--- src/rtl/tile_spawner.sv ---
// 2048 tile spawner: detects a changed board, drops a new tile into an LFSR-chosen
// empty cell, then evaluates win/lose. Optional macro SPAWN_FOUR_EN enables 4-tiles.
module tile_spawner #(
  parameter int          VAL_W     = 12,
  parameter int          WIN_VALUE = 2048,
  parameter logic [15:0] LFSR_SEED = 16'hACE1
) (
  input  logic                        clk,
  input  logic                        rst,
  input  logic                        start,
  input  logic [3:0][3:0][VAL_W-1:0]  matrix_in,
  input  logic [3:0][3:0][VAL_W-1:0]  matrix_prev,
  output logic [3:0][3:0][VAL_W-1:0]  matrix_out,
  output logic                        done,
  output logic                        busy,
  output logic                        spawned,
  output logic                        win,
  output logic                        lose
);

  typedef enum logic [2:0] {IDLE, CHECK, SCAN, PLACE, EVAL, DONE} state_t;

  state_t                       state;
  logic [3:0][3:0][VAL_W-1:0]   work;
  logic [3:0][3:0][VAL_W-1:0]   prev_r;
  logic [3:0]                   ptr;
  logic [15:0]                  lfsr;
  logic                         has_zero;
  logic                         has_win;
  logic                         has_pair;
  logic [VAL_W-1:0]             cur_cell;
`ifdef SPAWN_FOUR_EN
  logic                         val_sel;
`endif

  assign matrix_out = work;
  assign cur_cell   = work[ptr[3:2]][ptr[1:0]];

  always_comb begin
    has_zero = 1'b0;
    has_win  = 1'b0;
    has_pair = 1'b0;
    for (int unsigned r = 0; r < 4; r++) begin
      for (int unsigned c = 0; c < 4; c++) begin
        if (work[2'(r)][2'(c)] == '0) has_zero = 1'b1;
        if (work[2'(r)][2'(c)] == VAL_W'(WIN_VALUE)) has_win = 1'b1;
      end
    end
    // 12 horizontal plus 12 vertical adjacencies
    for (int unsigned r = 0; r < 4; r++) begin
      for (int unsigned c = 0; c < 3; c++) begin
        if (work[2'(r)][2'(c)] == work[2'(r)][2'(c + 1)]) has_pair = 1'b1;
        if (work[2'(c)][2'(r)] == work[2'(c + 1)][2'(r)]) has_pair = 1'b1;
      end
    end
  end

  always_ff @(posedge clk) begin
    if (rst) begin
      state   <= IDLE;
      work    <= '0;
      prev_r  <= '0;
      ptr     <= '0;
      lfsr    <= LFSR_SEED;
      done    <= 1'b0;
      busy    <= 1'b0;
      spawned <= 1'b0;
      win     <= 1'b0;
      lose    <= 1'b0;
`ifdef SPAWN_FOUR_EN
      val_sel <= 1'b0;
`endif
    end else begin
      lfsr <= {lfsr[14:0], lfsr[15] ^ lfsr[13] ^ lfsr[12] ^ lfsr[10]};
      case (state)
        IDLE: begin
          if (start) begin
            work    <= matrix_in;
            prev_r  <= matrix_prev;
            ptr     <= lfsr[3:0];
`ifdef SPAWN_FOUR_EN
            val_sel <= (lfsr[7:5] == 3'd0);
`endif
            spawned <= 1'b0;
            win     <= 1'b0;
            lose    <= 1'b0;
            busy    <= 1'b1;
            state   <= CHECK;
          end
        end
        CHECK: begin
          if ((work != prev_r) && has_zero) state <= SCAN;
          else                              state <= EVAL;
        end
        SCAN: begin
          // terminates within 16 cycles since CHECK saw an empty cell
          if (cur_cell == '0) state <= PLACE;
          else                ptr   <= ptr + 4'd1;
        end
        PLACE: begin
`ifdef SPAWN_FOUR_EN
          work[ptr[3:2]][ptr[1:0]] <= val_sel ? VAL_W'(4) : VAL_W'(2);
`else
          work[ptr[3:2]][ptr[1:0]] <= VAL_W'(2);
`endif
          spawned <= 1'b1;
          state   <= EVAL;
        end
        EVAL: begin
          win   <= has_win;
          lose  <= !has_zero && !has_pair;
          done  <= 1'b1;
          state <= DONE;
        end
        DONE: begin
          done  <= 1'b0;
          busy  <= 1'b0;
          state <= IDLE;
        end
        default: state <= IDLE;
      endcase
    end
  end

endmodule

--- config.mk ---
export PLATFORM = sky130hd
export DESIGN_NAME = tile_spawner
export DESIGN_NICKNAME = d
export VERILOG_FILES = /design/src/rtl/tile_spawner.sv
export SDC_FILE = /design/constraint.sdc
export NUM_CORES = 1
export LEC_CHECK = 0
export CAP_MARGIN = 20
export CELL_PAD_IN_SITES_DETAIL_PLACEMENT = 0
export CELL_PAD_IN_SITES_GLOBAL_PLACEMENT = 1
export CORE_MARGIN = 5
export CORE_UTILIZATION = 32
export DETAILED_ROUTE_END_ITERATION = 7
export PLACE_DENSITY = 0.77
export SETUP_SLACK_MARGIN = 0.3
export SYNTH_ARGS = -nofsm -noshare
export SYNTH_HDL_FRONTEND = slang
export SYNTH_SLANG_ARGS = --single-unit
--- constraint.sdc ---
create_clock -name clk -period 2.2 [get_ports clk]
set_clock_uncertainty 0.2 [all_clocks]
set_input_delay 0.44 -clock clk [delete_from_list [all_inputs] [get_ports clk]]
set_output_delay 0.44 -clock clk [all_outputs]
set_load 0.01 [all_outputs]
==> results.md <==
* Outcome: finished, violations left
* Violations in the final reports: negative setup slack
* Share of cells above drive strength 1 at 0.458
* Worst-Margin Slew at roughly 840 ps
* Slew margin rel. at 0.437
* Max-Cap Viols at 0
* Fraction of registers with async set/reset at 0
* Synth Flop Type: dfxtp_1
* Area added between synthesis and finish at 92.4%
* Worst setup SP type: register
* FMAX at slightly below 400 MHz
* Final worst-path cycle share at 1.18
* Register area at slightly below 9000 um^2
* Clock-pin slew on the worst setup and hold paths at ~60 ps
* Endpoints failing setup at 8
* Peak supply drop at roughly 0.64 mV
* Tot Pwr at about 34 mW
* Pin count of the biggest net entering global routing at 65
* Antenna Nets Post-Route at 0
* Sequential area share after synthesis at 0.393
* Ports at approximately 580
* Unrepaired setup endpoints after global routing: yes
* Die Width at 266 um
* Drt drc at 0
* Setup WS post-layout at -397 ps
* I/O Buffers at 583
* Number of fill cells in the layout at 5356
* Vias in the first global route at 25465
* Dpl hpwl at about 110000 um
* GR Layer Usage met1 at 0.512
* Mean Syn Cell Area at between 7 and 8 um^2
* Cell with the most instances after synthesis: xor2_1
* Nets at around 4100
* First-pass GRT wire length at around 190000 um
* Routed vias at between 20000 and 30000
* Post-synthesis cell area at approximately 21000 um^2
* Comb power frac at 0.449
* Net Sw Frac at 0.371
* CP cell instances: xnor2_1 -> nand4_1 -> nor4_2 -> buf_4 -> nand3_2 -> or4_4 -> o21a_1 -> a31o_1
* GR peak layer: met2
* Multi-input logic area at around 14000 um^2
* R2r startpoint: prev_r[35]
* Vias/cell at ~5.7
* R2R depth at 8
* Critical Path RT at ~2500 ps
* Routed wire per std cell at 32.0 um
* Seq pwr share at 0.276
* Util after Layout at 0.624
* Initial core utilization at 0.324
* Critical Path Start: prev_r[35]
* Core area at 64700 um^2
* Worst Setup End Kind: register
* Initial antenna violation count at 10
* Reg2Reg Capture Point: state[1]
* CP max stage delay at approximately 550 ps
* Fin. max-slew vios at 0
* Static Leak at 18.3 nW
* Final hold vios at 0
* Root buffer cell: clkbuf_16
* DRT iter0 DRCs at approximately 3300
* M3 GR Usage at 0.0897
* Max clock buf depth at 3
* Clock Sink Count at 412
* Flops & latches, synth at 412
* Met2 Use GR at 0.576
* Slowest cell on the critical path: or4_4
* Yosys Warn Count at 0
* Synth top area share at 0.393
* Worst-path maximum fanout at 2
* Post-synth EDFFs at 0
* Die height at 266 um
* Detailed Routing Iterations Pass 1 at 5
* Cells after Synth at around 2600
* Pwr dens at about 840 nW/um^2
* Rows at between 90 and 100
* Worst setup path endpoint: state[1]
* Setup Crit Path Kind: reg -> reg
* Cell taking the most area after synthesis: dfxtp_1
* NetSw at ~13 mW
* Syn_nets at between 3000 and 4000
* Reg2reg setup slack at -400 ps
* Min Tclk post-route at 2600 ps
* Number of H-tree levels at 2
* Internal at 21.3 mW
* All-Layer GR Usage at 0.380
* Hold Crit Class: in -> reg
* Num CTS Buffers at 48
* Die area at about 71000 um^2
* Gp weighted congestion at 1.10
* Ranking of synthesized cells by area: dfxtp_1 39%, xor2_1 18%, nand2_1 7.1%
* Most frequent cells after synthesis: 424 x xor2_1, 412 x dfxtp_1, 397 x nand2_1, 271 x clkbuf_1, 223 x nor2_1
* CTS tree: yes
* Total wire length at 148000 um
* Critical path data arrival time at roughly 2900 ps
* Clock latency on the worst-skew pair at ~640 ps
* GR Overflow Total at 0
* Share of power burned in the clock network at 0.275
* Library cells used by synthesis at 56
[layer usage]
layer,vias to the layer above,wire length [um]
met5,-,54
met4,4,9160
met3,454,16000
met2,1867,63900
met1,12954,59200
li1,11099,-
[cell families after synthesis]
logic type | synth area share
AOI/OAI and AO/OA | 0.137
xor gates and xnor gates | 0.201
adders and majority gates | 0.00239
buffers and inverters | 0.0659
DFF | 0.393
and+or+nand+nor | 0.200
[cell type report]
class | instances | share of cell area
Clock inverter | 22 | 0.0109
Clock buffer | 67 | 0.0338
Inverter | 26 | 0.00267
Tap cell | 855 | 0.0265
Sequential cell | 412 | 0.217
Multi-Input combinational cell | 1860 | 0.344
Timing Repair Buffer | 1394 | 0.366
Antenna cell | 2 | 0.000124
[flip-flops by register name, summed over array words and instances (netlist names)]
name,count
busy,1
done,1
lfsr,16
lose,1
matrix_out,192
prev_r,192
ptr,4
spawned,1
state,3
win,1
[critical path, delay by kind of cell (launching register included)]
family	cells	cell delay, ps
XOR/XNOR	1	250
flip-flops	1	370
AO/OA/AOI/OAI	2	410
AND/OR/NAND/NOR	4	1120
buffers and inverters	1	160
[worst min path at each step]
stage	startpoint	endpoint	slack (ps)	depth (start not counted)
floorplan	lfsr[9]	lfsr[10]	190	1
global placement	lfsr[6]	lfsr[7]	200	1
detailed placement	lfsr[4]	lfsr[5]	200	1
CTS	rst	lfsr[4]	50	2
global route	rst	lfsr[8]	90	2
finish	rst	done	70	2
[power groups by stage]
| stage | Combinational, mW | Sequential (mW) | Clock (mW) |
|---|---|---|---|
| after global placement | 10.9 | 9.32 | 0 |
| after detailed placement | 10.9 | 9.34 | 0 |
| after floorplan | 4.90 | 8.98 | 0 |
| after global routing | 15.6 | 9.35 | 9.61 |
| after CTS | 12.7 | 9.25 | 9.30 |
| final | 15.2 | 9.35 | 9.32 |
[placed cells by master (no fill, tap or decap), types with 69 or more instances in the layout]
cell / netlist / routed
dfxtp_2: 0 / 97
buf_6: 1 / 351
nand2_1: 397 / 314
a22oi_2: 0 / 124
a21oi_2: 0 / 80
buf_12: 0 / 85
nor4_1: 140 / 110
dfxtp_1: 412 / 216
buf_4: 2 / 422
dfxtp_4: 0 / 99
nor2_1: 223 / 176
xor2_1: 424 / 424
a21oi_1: 215 / 123
clkdlybuf4s50_1: 0 / 385
nand2_4: 0 / 69
[timing repair]
action,4_1_cts,5_1_grt
cloned,6,28
hold buffers,0,0
gates resized for setup,1645,603
pin swaps,45,288
buffers inserted,207,49
endpoints found under the setup margin,575,531
[stage by stage]
stage	hold WS [ps]	instance area, um^2	setup WS [ps]	TNS (ps)	std cells
floorplan	189	21300	-44.9	-87.2	2623
global placement	197	31200	-645	-37480	4257
detailed placement	199	31200	-681	-34830	4257
CTS	52.3	36900	-377	-2300	4559
global route	88.2	40300	-504	-2550	4637
finish	67.5	40300	-397	-2060	4638
(Power assumes the default switching activity.)
